## src/rtl/proc_pkg.sv

```systemverilog
// Shared definitions for the processor-core control sequencer:
// opcode classes, sequencer states and the opcode field width.
package proc_pkg;

  localparam int OPCODE_WIDTH = 8;
  localparam int CLASS_WIDTH  = 4;

  localparam logic [CLASS_WIDTH-1:0] CLS_DONE      = 4'd0;
  localparam logic [CLASS_WIDTH-1:0] CLS_PULSE     = 4'd1;
  localparam logic [CLASS_WIDTH-1:0] CLS_REG_ALU   = 4'd2;
  localparam logic [CLASS_WIDTH-1:0] CLS_JUMP      = 4'd3;
  localparam logic [CLASS_WIDTH-1:0] CLS_JUMP_COND = 4'd4;
  localparam logic [CLASS_WIDTH-1:0] CLS_INC_QCLK  = 4'd5;
  localparam logic [CLASS_WIDTH-1:0] CLS_SYNC      = 4'd6;
  localparam logic [CLASS_WIDTH-1:0] CLS_FPROC     = 4'd7;

  typedef enum logic [3:0] {
    ST_IDLE       = 4'd0,
    ST_FETCH      = 4'd1,
    ST_DECODE     = 4'd2,
    ST_ALU_WB     = 4'd3,
    ST_PULSE_WAIT = 4'd4,
    ST_SYNC_WAIT  = 4'd5,
    ST_FPROC_WAIT = 4'd6,
    ST_HALT_DONE  = 4'd7,
    ST_HALT_ERR   = 4'd8
  } state_e;

  function automatic logic [CLASS_WIDTH-1:0] op_class(input logic [OPCODE_WIDTH-1:0] op);
    return op[OPCODE_WIDTH-1 -: CLASS_WIDTH];
  endfunction

endpackage

```

## src/rtl/proc_ctrl.sv

```systemverilog
// Fetch/decode/execute sequencer of the processor core: drives the pointer,
// ALU selects, register write, qclk load, pulse strobe and wait handshakes.
module proc_ctrl
  import proc_pkg::*;
#(
  parameter int DATA_WIDTH = 32
) (
  input  logic                    clk,
  input  logic                    reset,
  input  logic                    start,
  input  logic [OPCODE_WIDTH-1:0] opcode,
  input  logic                    alu_cond,
  input  logic [DATA_WIDTH-1:0]   qclk_val,
  input  logic [DATA_WIDTH-1:0]   pulse_time,
  input  logic                    sync_ready,
  input  logic                    fproc_ready,
  output logic                    inst_ptr_reset,
  output logic                    inst_ptr_enable,
  output logic                    inst_ptr_load_en,
  output logic                    qclk_reset,
  output logic                    qclk_load_en,
  output logic [2:0]              alu_opcode,
  output logic                    alu_in0_sel,
  output logic                    reg_write_en,
  output logic                    reg_write_sel,
  output logic                    cstrobe,
  output logic                    sync_barrier_en_out,
  output logic                    fproc_en_out,
  output logic                    done,
  output logic                    err,
  output logic                    pulse_late
);

  state_e                 state_q, state_d;
  logic                   pulse_late_q, pulse_late_d;
  logic [CLASS_WIDTH-1:0] cls_s;
  logic [DATA_WIDTH-1:0]  diff_s;
  logic                   pulse_due_s, pulse_after_s;
  logic                   ptr_reset_s, ptr_en_s, ptr_load_s;
  logic                   qclk_reset_s, qclk_load_s;
  logic                   reg_we_s, reg_sel_s, cstrobe_s;
  logic                   sync_en_s, fproc_en_s;

  // Modular difference read as signed keeps the pulse comparison correct across qclk wrap.
  assign cls_s         = op_class(opcode);
  assign diff_s        = qclk_val - pulse_time;
  assign pulse_due_s   = ~diff_s[DATA_WIDTH-1];
  assign pulse_after_s = pulse_due_s & (|diff_s);

  // Next-state and Mealy strobe decode.
  always_comb begin
    state_d      = state_q;
    pulse_late_d = pulse_late_q;
    ptr_reset_s  = 1'b0;
    ptr_en_s     = 1'b0;
    ptr_load_s   = 1'b0;
    qclk_reset_s = 1'b0;
    qclk_load_s  = 1'b0;
    reg_we_s     = 1'b0;
    reg_sel_s    = 1'b0;
    cstrobe_s    = 1'b0;
    sync_en_s    = 1'b0;
    fproc_en_s   = 1'b0;

    case (state_q)
      ST_IDLE, ST_HALT_DONE, ST_HALT_ERR: begin
        if (start) begin
          ptr_reset_s  = 1'b1;
          qclk_reset_s = 1'b1;
          pulse_late_d = 1'b0;
          state_d      = ST_FETCH;
        end else begin
          state_d = state_q;
        end
      end
      ST_FETCH: state_d = ST_DECODE;
      ST_DECODE: begin
        case (cls_s)
          CLS_DONE: state_d = ST_HALT_DONE;
          CLS_PULSE: begin
            if (pulse_due_s) begin
              cstrobe_s    = 1'b1;
              ptr_en_s     = 1'b1;
              pulse_late_d = pulse_late_q | pulse_after_s;
              state_d      = ST_FETCH;
            end else begin
              state_d = ST_PULSE_WAIT;
            end
          end
          CLS_REG_ALU, CLS_JUMP_COND, CLS_INC_QCLK: state_d = ST_ALU_WB;
          CLS_JUMP: begin
            ptr_load_s = 1'b1;
            state_d    = ST_FETCH;
          end
          CLS_SYNC:  state_d = ST_SYNC_WAIT;
          CLS_FPROC: state_d = ST_FPROC_WAIT;
          default:   state_d = ST_HALT_ERR;
        endcase
      end
      ST_ALU_WB: begin
        state_d = ST_FETCH;
        case (cls_s)
          CLS_REG_ALU: begin
            reg_we_s = 1'b1;
            ptr_en_s = 1'b1;
          end
          CLS_INC_QCLK: begin
            qclk_load_s = 1'b1;
            ptr_en_s    = 1'b1;
          end
          CLS_JUMP_COND: begin
            if (alu_cond) begin
              ptr_load_s = 1'b1;
            end else begin
              ptr_en_s = 1'b1;
            end
          end
          default: state_d = ST_HALT_ERR;
        endcase
      end
      ST_PULSE_WAIT: begin
        if (qclk_val == pulse_time) begin
          cstrobe_s = 1'b1;
          ptr_en_s  = 1'b1;
          state_d   = ST_FETCH;
        end else begin
          state_d = ST_PULSE_WAIT;
        end
      end
      ST_SYNC_WAIT: begin
        sync_en_s = 1'b1;
        if (sync_ready) begin
          ptr_en_s = 1'b1;
          state_d  = ST_FETCH;
        end else begin
          state_d = ST_SYNC_WAIT;
        end
      end
      ST_FPROC_WAIT: begin
        fproc_en_s = 1'b1;
        if (fproc_ready) begin
          reg_we_s  = 1'b1;
          reg_sel_s = 1'b1;
          ptr_en_s  = 1'b1;
          state_d   = ST_FETCH;
        end else begin
          state_d = ST_FPROC_WAIT;
        end
      end
      default: state_d = ST_IDLE;
    endcase
  end

  // State and sticky late-pulse flag.
  always_ff @(posedge clk or negedge reset) begin
    if (!reset) begin
      state_q      <= ST_IDLE;
      pulse_late_q <= 1'b0;
    end else begin
      state_q      <= state_d;
      pulse_late_q <= pulse_late_d;
    end
  end

  // Gating with reset makes every output drop the instant reset asserts.
  assign inst_ptr_reset      = reset & ptr_reset_s;
  assign inst_ptr_enable     = reset & ptr_en_s;
  assign inst_ptr_load_en    = reset & ptr_load_s;
  assign qclk_reset          = reset & qclk_reset_s;
  assign qclk_load_en        = reset & qclk_load_s;
  assign reg_write_en        = reset & reg_we_s;
  assign reg_write_sel       = reset & reg_sel_s;
  assign cstrobe             = reset & cstrobe_s;
  assign sync_barrier_en_out = reset & sync_en_s;
  assign fproc_en_out        = reset & fproc_en_s;
  assign done                = reset & (state_q == ST_HALT_DONE);
  assign err                 = reset & (state_q == ST_HALT_ERR);
  assign pulse_late          = reset & pulse_late_q;
  assign alu_opcode          = reset ? opcode[2:0] : 3'b000;
  assign alu_in0_sel         = reset & opcode[3];

endmodule

```

## config.mk

```make
export PLATFORM = sky130hd
export DESIGN_NAME = proc_ctrl
export DESIGN_NICKNAME = d
export VERILOG_FILES = /design/src/rtl/proc_pkg.sv /design/src/rtl/proc_ctrl.sv
export SDC_FILE = /design/constraint.sdc
export NUM_CORES = 1
export LEC_CHECK = 0
export BUFFER_PORTS_ARGS = -buffer_cell sky130_fd_sc_hd__buf_2
export CAP_MARGIN = 20
export CORE_ASPECT_RATIO = 0.8
export CORE_MARGIN = 1.5
export CORE_UTILIZATION = 45
export DETAILED_ROUTE_END_ITERATION = 12
export GPL_TIMING_DRIVEN = 0
export HOLD_SLACK_MARGIN = 0.06
export PLACE_DENSITY = 0.82
export SYNTH_ARGS = -nofsm -noshare
export SYNTH_HDL_FRONTEND = slang
export SYNTH_SLANG_ARGS = --single-unit
```

## constraint.sdc

```tcl
create_clock -name clk -period 3.3 [get_ports clk]
set_input_delay 0.33 -clock clk [delete_from_list [all_inputs] [get_ports clk]]
set_output_delay 0.33 -clock clk [all_outputs]
set_load 0.005 [all_outputs]
```

==> metrics.md, run 1 <==
| Metric | Value |
|---|---|
| Unrepaired setup endpoints after global routing | `no` |
| Worst vdd ir | `0.0001801 V` |
| Final Skew | `0.003019 ns` |
| CORE AREA | `6037 um^2` |
| P_int | `0.4977 mW` |
| Post-synth top cells | `nand2_1 (46), inv_1 (45), ha_1 (31), nor2_1 (31), a21oi_1 (29)` |
| Synth Cell Area | `2879 um^2` |
| Die width | `92.43 um` |
| Worst Hold Class | `input port to flip-flop` |
| Reg2reg setup slack | `0.72 ns` |
| Clk Latency, worst-skew pair | `0.23 ns` |
| FFs w/ async S/R, synth | `1.000` |
| Synth-to-Final Area Change | `29.94%` |
| Worst Path Class, Setup | `input port to flip-flop` |
| Initial Utilization | `0.4769` |
| Per-cell routed wire length | `15.30 um` |
| Met3 WL | `897 um` |
| Met2 Routed Length | `4158 um` |
| Max-cap violations | `0` |
| Worst-Margin Slew | `0.8049 ns` |
| Count of cell types in the netlist | `66` |
| Yosys top cell by area | `ha_1` |
| Final Hold Fails | `0` |
| Fin util | `0.6197` |
| Wl on met1 | `4283 um` |
| Fraction of power spent switching nets | `0.5196` |
| CTS tree | `yes` |
| # rows | `25` |
| GRT Util Overall | `0.2661` |
| Clock Tree Buf Depth | `2` |
| Length of the first detailed-routing pass in iterations | `5` |
| Final Wtd Congestion | `0.9346` |
| Pin count of the biggest net entering global routing | `11` |
| Combinational Power Share | `0.777` |
| CTS sink cnt | `5` |
| Initial drt markers | `284` |
| Register-to-Register Path Depth | `8` |
| Mapped Avg Cell Area | `6.499 um^2` |
| PD cells | `277.0 nW/um^2` |
| Synth area leaders | `ha_1 (13%), nand2_1 (6.0%), inv_1 (5.9%), a21oi_1 (5.0%), o21ai_0 (4.5%)` |
| Routed Antenna Nets | `0` |
| Final HPWL DP | `7495 um` |
| Via Count | `3803` |
| Antenna violations before repair | `0` |
| WP data required | `3.41 ns` |
| Vias in the first global route | `3146` |
| IO buf count | `93` |
| Remaining Overflow, GRT | `0` |
| Period utilization | `0.9814` |
| Drt via density | `6.114` |
| Worst-path fanout max | `5` |
| Pleak | `1.753 nW` |
| Post-synth top flop | `dfrtp_1` |
| Relative slew margins | `0.4585` |
| DR top layer | `met4` |
| Number of top-level pins | `95` |
| Post-synthesis cell count | `443` |
| Tmin final | `3.239 ns` |
| H-tree depth | `1` |
| DIE AREA | `6889 um^2` |
| Worst setup EP type | `flip-flop` |
| FILL cells | `573` |
| Final Net Count | `651` |
| Outcome | `finished, final reports clean` |
| P_sw | `0.5384 mW` |
| Cell with the most instances after synthesis | `nand2_1` |
| EDFF count, synth | `0` |
| Fin. max-slew vios | `0` |
| Mapped Nets | `552` |
| Post-synth top area share | `0.1347` |
| Seq cells post-synth | `5` |
| Drt drc | `0` |
| Final setup fails | `0` |
| Clock power frac | `0.116` |
| Min Hold Slack | `0.4483 ns` |
| Drt total wl | `9518 um` |
| # diodes | `0` |
| RR Startpoint | `pulse_late_q$_DFFE_PN0P_` |
| Critical Path AT | `3.35 ns` |
| CTS Buf Count | `3` |
| Fmax | `308.8 MHz` |
| Die Y | `74.54 um` |
| Post-synthesis sequential area ratio | `0.04346` |
| Ys Warns | `0` |
| Worst Setup SP | `qclk_val[2]` |
| First-pass GRT wire length | `14830 um` |
| R2R Path End | `pulse_late_q$_DFFE_PN0P_` |
| Clock root cell | `clkbuf_8` |
| Layout cells sized above 1 | `0.2791` |
| Critical Path End | `pulse_late_q$_DFFE_PN0P_` |
| Clock transition at path regs | `0.04 ns` |
| Nature of the critical path startpoint | `input port` |
| Share of power burned in registers | `0.107` |
power groups by stage:
stage	Clock [mW]	Sequential, mW	Combinational [mW]
2_1_floorplan	0	0.102	0.523
5_1_grt	0.127	0.114	0.883
3_3_place_gp	0	0.111	0.699
4_1_cts	0.119	0.109	0.739
3_5_place_dp	0	0.109	0.714
6_report	0.120	0.111	0.806
cells in the final DEF (no fill, tap or decap), drive strengths merged, types with 5 or more instances in the layout:
| master | count |
|---|---|
| a211oi | 9 |
| nand3 | 18 |
| dfrtp | 5 |
| nand2 | 46 |
| inv | 45 |
| ha | 31 |
| nor2 | 31 |
| and3 | 7 |
| or4 | 5 |
| a31oi | 6 |
| and2 | 12 |
| nor3 | 6 |
| clkbuf | 15 |
| or3 | 7 |
| nand2b | 8 |
| o21ai | 27 |
| a21o | 14 |
| o2111ai | 6 |
| xnor2 | 5 |
| a21oi | 30 |
| nand4 | 11 |
| o211ai | 5 |
| o21a | 8 |
| buf | 103 |
| nor4 | 8 |
| nor3b | 6 |
| nor2b | 6 |
worst min-delay path by stage:
stage,slack [ns],cells past startpoint,end,from
floorplan,0.03,0,pulse_late_q$_DFFE_PN0P_,reset
global placement,0.19,1,state_q[3]$_DFFE_PN0N_,reset
detailed placement,0.18,1,state_q[3]$_DFFE_PN0N_,reset
CTS,0.44,3,state_q[3]$_DFFE_PN0N_,start
global route,0.47,3,state_q[3]$_DFFE_PN0N_,start
finish,0.45,3,state_q[3]$_DFFE_PN0N_,start
per-layer routing:
metal	track usage	vias to the layer above
li1	-	1862
met1	0.3865	1695
met2	0.4183	223
met3	0.03681	23
met4	0.05812	0
met5	0	-
area by class of cell:
cell class	instances	area (um^2)	share of cell area
repair buffers	101	528.0	0.1411
plain buffers	14	75.07	0.02007
inverters	45	168.9	0.04515
flip-flops and latches	5	125.1	0.03344
multi-input cells	372	2698	0.7211
clock buffers	4	45.04	0.01204
well taps	81	101.3	0.02709
worst max-delay path: stages:
cell	delay [ns]
buf_2	0.10
ha_1	0.36
nand4_1	0.17
a21oi_2	0.06
or4_4	0.52
a2111oi_4	0.37
o2111ai_1	0.15
or4_1	0.44
or4_4	0.51
nor4_4	0.27
nor2_1	0.06
logic make-up after synthesis:
group           Yosys count  synth area share
mux                       4           0.01521
simple gates            183            0.3368
compound gates          146            0.3551
fa+ha+maj                31            0.1347
xor+xnor                  8           0.02434
buf+inv                  66           0.09039
flops                     5           0.04346
flip-flops by register name (all words and copies together) (netlist names):
signal and flops:
state_q 4, pulse_late_q 1
stage by stage:
stage                     TNS, ns  setup WS (ns)  instances  instance area [um^2]  power, mW
after floorplan                 0        0.03925        443                  2879     0.6246
after global placement     -1.138        -0.4346        617                  3446     0.8096
after detailed placement   -1.291        -0.4987        617                  3446     0.8232
after CTS                       0       0.001948        621                  3585     0.9673
after global routing            0       0.001931        622                  3741      1.123
final                           0        0.06125        622                  3741      1.036
timing repair:
item / 4_1_cts / 5_1_grt
gates resized for setup: 17 / 31
setup endpoints to repair: 3 / 3
pin swaps: 3 / 13
buffers inserted: 0 / 7
hold endpoints to repair: 5 / 0
hold buffers: 1 / 0
Note: power is estimated with default switching activity, not from simulation.
==> inputs of run 2 (changes only) <==
--- a/config.mk
+++ b/config.mk
@@ -10,6 +10,7 @@
 export CORE_ASPECT_RATIO = 0.8
 export CORE_MARGIN = 1.5
 export CORE_UTILIZATION = 45
+export CTS_BUF_LIST = sky130_fd_sc_hd__clkbuf_8
 export DETAILED_ROUTE_END_ITERATION = 12
 export GPL_TIMING_DRIVEN = 0
 export HOLD_SLACK_MARGIN = 0.06
==> metrics.md, run 2 (same netlist as run 1, synthesis figures left out) <==
| Metric | Value |
|---|---|
| Crit-path slowest cell | `or4_4` |
| Unrepaired setup endpoints after global routing | `no` |
| Worst setup EP type | `flip-flop` |
| H-tree depth | `1 (unchanged)` |
| PD cells | `275.9 nW/um^2 (-0.38%)` |
| DIE AREA | `6889 um^2 (unchanged)` |
| # rows | `25 (unchanged)` |
| Final Net Count | `651 (unchanged)` |
| Tmin final | `3.239 ns (+0.0003599 ns)` |
| Clock transition at path regs | `0.04 ns (about the same)` |
| Post-route worst setup slack | `0.06089 ns (-0.0003599 ns)` |
| CP dominant cell by count | `or4_4` |
| # diodes | `0 (unchanged)` |
| Length of the first detailed-routing pass in iterations | `5 (unchanged)` |
| Worst Hold Class | `input port to flip-flop` |
| Drt total wl | `9498 um (-0.21%)` |
| Die Y | `74.54 um (unchanged)` |
| Biggest register | `state_q` |
| Layout cells sized above 1 | `0.2791 (unchanged)` |
| CORE AREA | `6037 um^2 (unchanged)` |
| Worst Path Class, Setup | `input port to flip-flop` |
| Relative slew margins | `0.4558 (-0.002640)` |
| Worst path cell trace | `buf_2, ha_1, nand4_1, a21oi_2, or4_4, a2111oi_4, o2111ai_1, or4_1, or4_4, nor4_4, nor2_1` |
| Fin. max-slew vios | `0 (unchanged)` |
| Critical Path AT | `3.35 ns (about the same)` |
| GRT Util Overall | `0.2661 (unchanged)` |
| Nature of the critical path startpoint | `input port` |
| Initial Utilization | `0.4769 (unchanged)` |
| CTS Buf Count | `3 (unchanged)` |
| Worst vdd ir | `0.0001802 V (about the same)` |
| Worst path bufs/invs | `1 (unchanged)` |
| Final setup fails | `0 (unchanged)` |
| Crit path largest cell delay | `0.52 ns (about the same)` |
| Drt drc | `0 (unchanged)` |
| Clock root cell | `clkbuf_8` |
| WP data required | `3.41 ns (about the same)` |
| Final HPWL DP | `7495 um (unchanged)` |
| IO buf count | `93 (unchanged)` |
| Clk Latency, worst-skew pair | `0.23 ns (about the same)` |
| Final Skew | `0.003062 ns (+0.00004278 ns)` |
| First-pass GRT wire length | `14830 um (unchanged)` |
| Area after DPL | `3446 um^2 (unchanged)` |
| Largest regs | `state_q (4), pulse_late_q (1)` |
| Most frequent cells in the layout | `buf_2 (93), inv_1 (46), nand2_1 (46), nor2_1 (28), ha_1 (25)` |
| Worst-path fanout max | `5 (unchanged)` |
| Antenna violations before repair | `0 (unchanged)` |
| Period utilization | `0.9815 (about the same)` |
| CTS sink cnt | `5 (unchanged)` |
| CTS tree | `yes` |
| Final Wtd Congestion | `0.9346 (unchanged)` |
| Synth-to-Final Area Change | `29.94% (unchanged)` |
| Worst-Margin Slew | `0.8088 ns (+0.003925 ns)` |
| CP delay by family, top | `simple AND/OR/NAND/NOR gates` |
| Per-cell routed wire length | `15.27 um (-0.21%)` |
| Number of top-level pins | `95 (unchanged)` |
| Via Count | `3802 (-0.026%)` |
| Pleak | `1.757 nW (+0.24%)` |
| Setup TNS | `0 ns (unchanged)` |
| Dpl ws | `-0.4987 ns (unchanged)` |
| Outcome | `finished, final reports clean` |
| Cell area after layout | `3741 um^2 (unchanged)` |
| Max-cap violations | `0 (unchanged)` |
| Pin count of the biggest net entering global routing | `11 (unchanged)` |
| Total power | `1.032 mW (-0.38%)` |
| Initial drt markers | `290 (+2.1%)` |
| Final Hold Fails | `0 (unchanged)` |
| Commonest non-fill, non-tap cell in the layout | `buf_2` |
| Vias in the first global route | `3146 (unchanged)` |
| Drt via density | `6.113 (about the same)` |
| Remaining Overflow, GRT | `0 (unchanged)` |
| Number of flip-flops in the largest register | `4 (unchanged)` |
| Die width | `92.43 um (unchanged)` |
| Clock Tree Buf Depth | `2 (unchanged)` |
| Routed Antenna Nets | `0 (unchanged)` |
| Fin util | `0.6197 (unchanged)` |
| Fmax | `308.7 MHz (about the same)` |
run 2: cell types whose count changed in the layout (fill, tap and decap cells not counted), sizes merged:
cell and delta:
clkbuf -1, inv +1
run 2: final timing paths:
| kind | slack [ns] | startpoint | endpoint | depth (start not counted) |
|---|---|---|---|---|
| max in group asynchronous | 2.65 | reset | state_q[2]$_DFFE_PN0N_ | 2 |
| min in group asynchronous | 0.48 | reset | state_q[3]$_DFFE_PN0N_ | 2 |
| hold reg to reg | 0.63 | pulse_late_q$_DFFE_PN0P_ | pulse_late_q$_DFFE_PN0P_ | 2 |
| setup reg to reg | 0.72 | pulse_late_q$_DFFE_PN0P_ | pulse_late_q$_DFFE_PN0P_ | 8 |
| setup / recovery | 0.06 | qclk_val[2] | pulse_late_q$_DFFE_PN0P_ | 11 |
| hold / removal | 0.45 | start | state_q[3]$_DFFE_PN0N_ | 3 |
run 2: layer usage:
layer,vias to the layer above,routed length (um),track usage
met3,23,900,0.03681
li1,1862,-,-
met2,223,4153,0.4183
met5,-,0,0
met4,0,179,0.05812
met1,1694,4265,0.3865
run 2: layout make-up:
cell class | instances | area [um^2]
multi-input cells | 372 | 2698
fillers | 573 | 2296
repair buffers | 101 | 528.0
inverters | 45 | 168.9
flip-flops and latches | 5 | 125.1
well taps | 81 | 101.3
plain buffers | 14 | 75.07
clock buffers | 3 | 41.29
clock inverters | 1 | 3.754
run 2: timing repair:
| item | 4_1_cts | 5_1_grt |
|---|---|---|
| hold buffers | 1 | 0 |
| endpoints found under the setup margin | 3 | 3 |
| resized for setup | 17 | 31 |
| hold endpoints to repair | 5 | 0 |
| setup buffers | 0 | 7 |
| gates cloned | 0 | 0 |
| pin swaps | 3 | 13 |
run 2: metrics by stage:
stage / hold slack, ns / instances
2_1_floorplan: 0.03441 / 443
4_1_cts: 0.4430 / 621
3_3_place_gp: 0.1856 / 617
5_1_grt: 0.4694 / 622
6_report: 0.4489 / 622
3_5_place_dp: 0.1803 / 617
run 2: worst reg2reg max path, cell delays in order, from the launching register on:
cell	delay, ns
dfrtp_1	0.41
a221oi_1	0.21
nand4_1	0.17
a2111oi_4	0.23
o2111ai_1	0.15
or4_1	0.44
or4_4	0.51
nor4_4	0.27
nor2_1	0.06
run 2: where the power goes:
group          leakage, nW  switching, mW  internal (mW)
clock network       0.0269         0.0358         0.0802
logic                 1.66          0.476          0.329
registers           0.0662         0.0259         0.0855
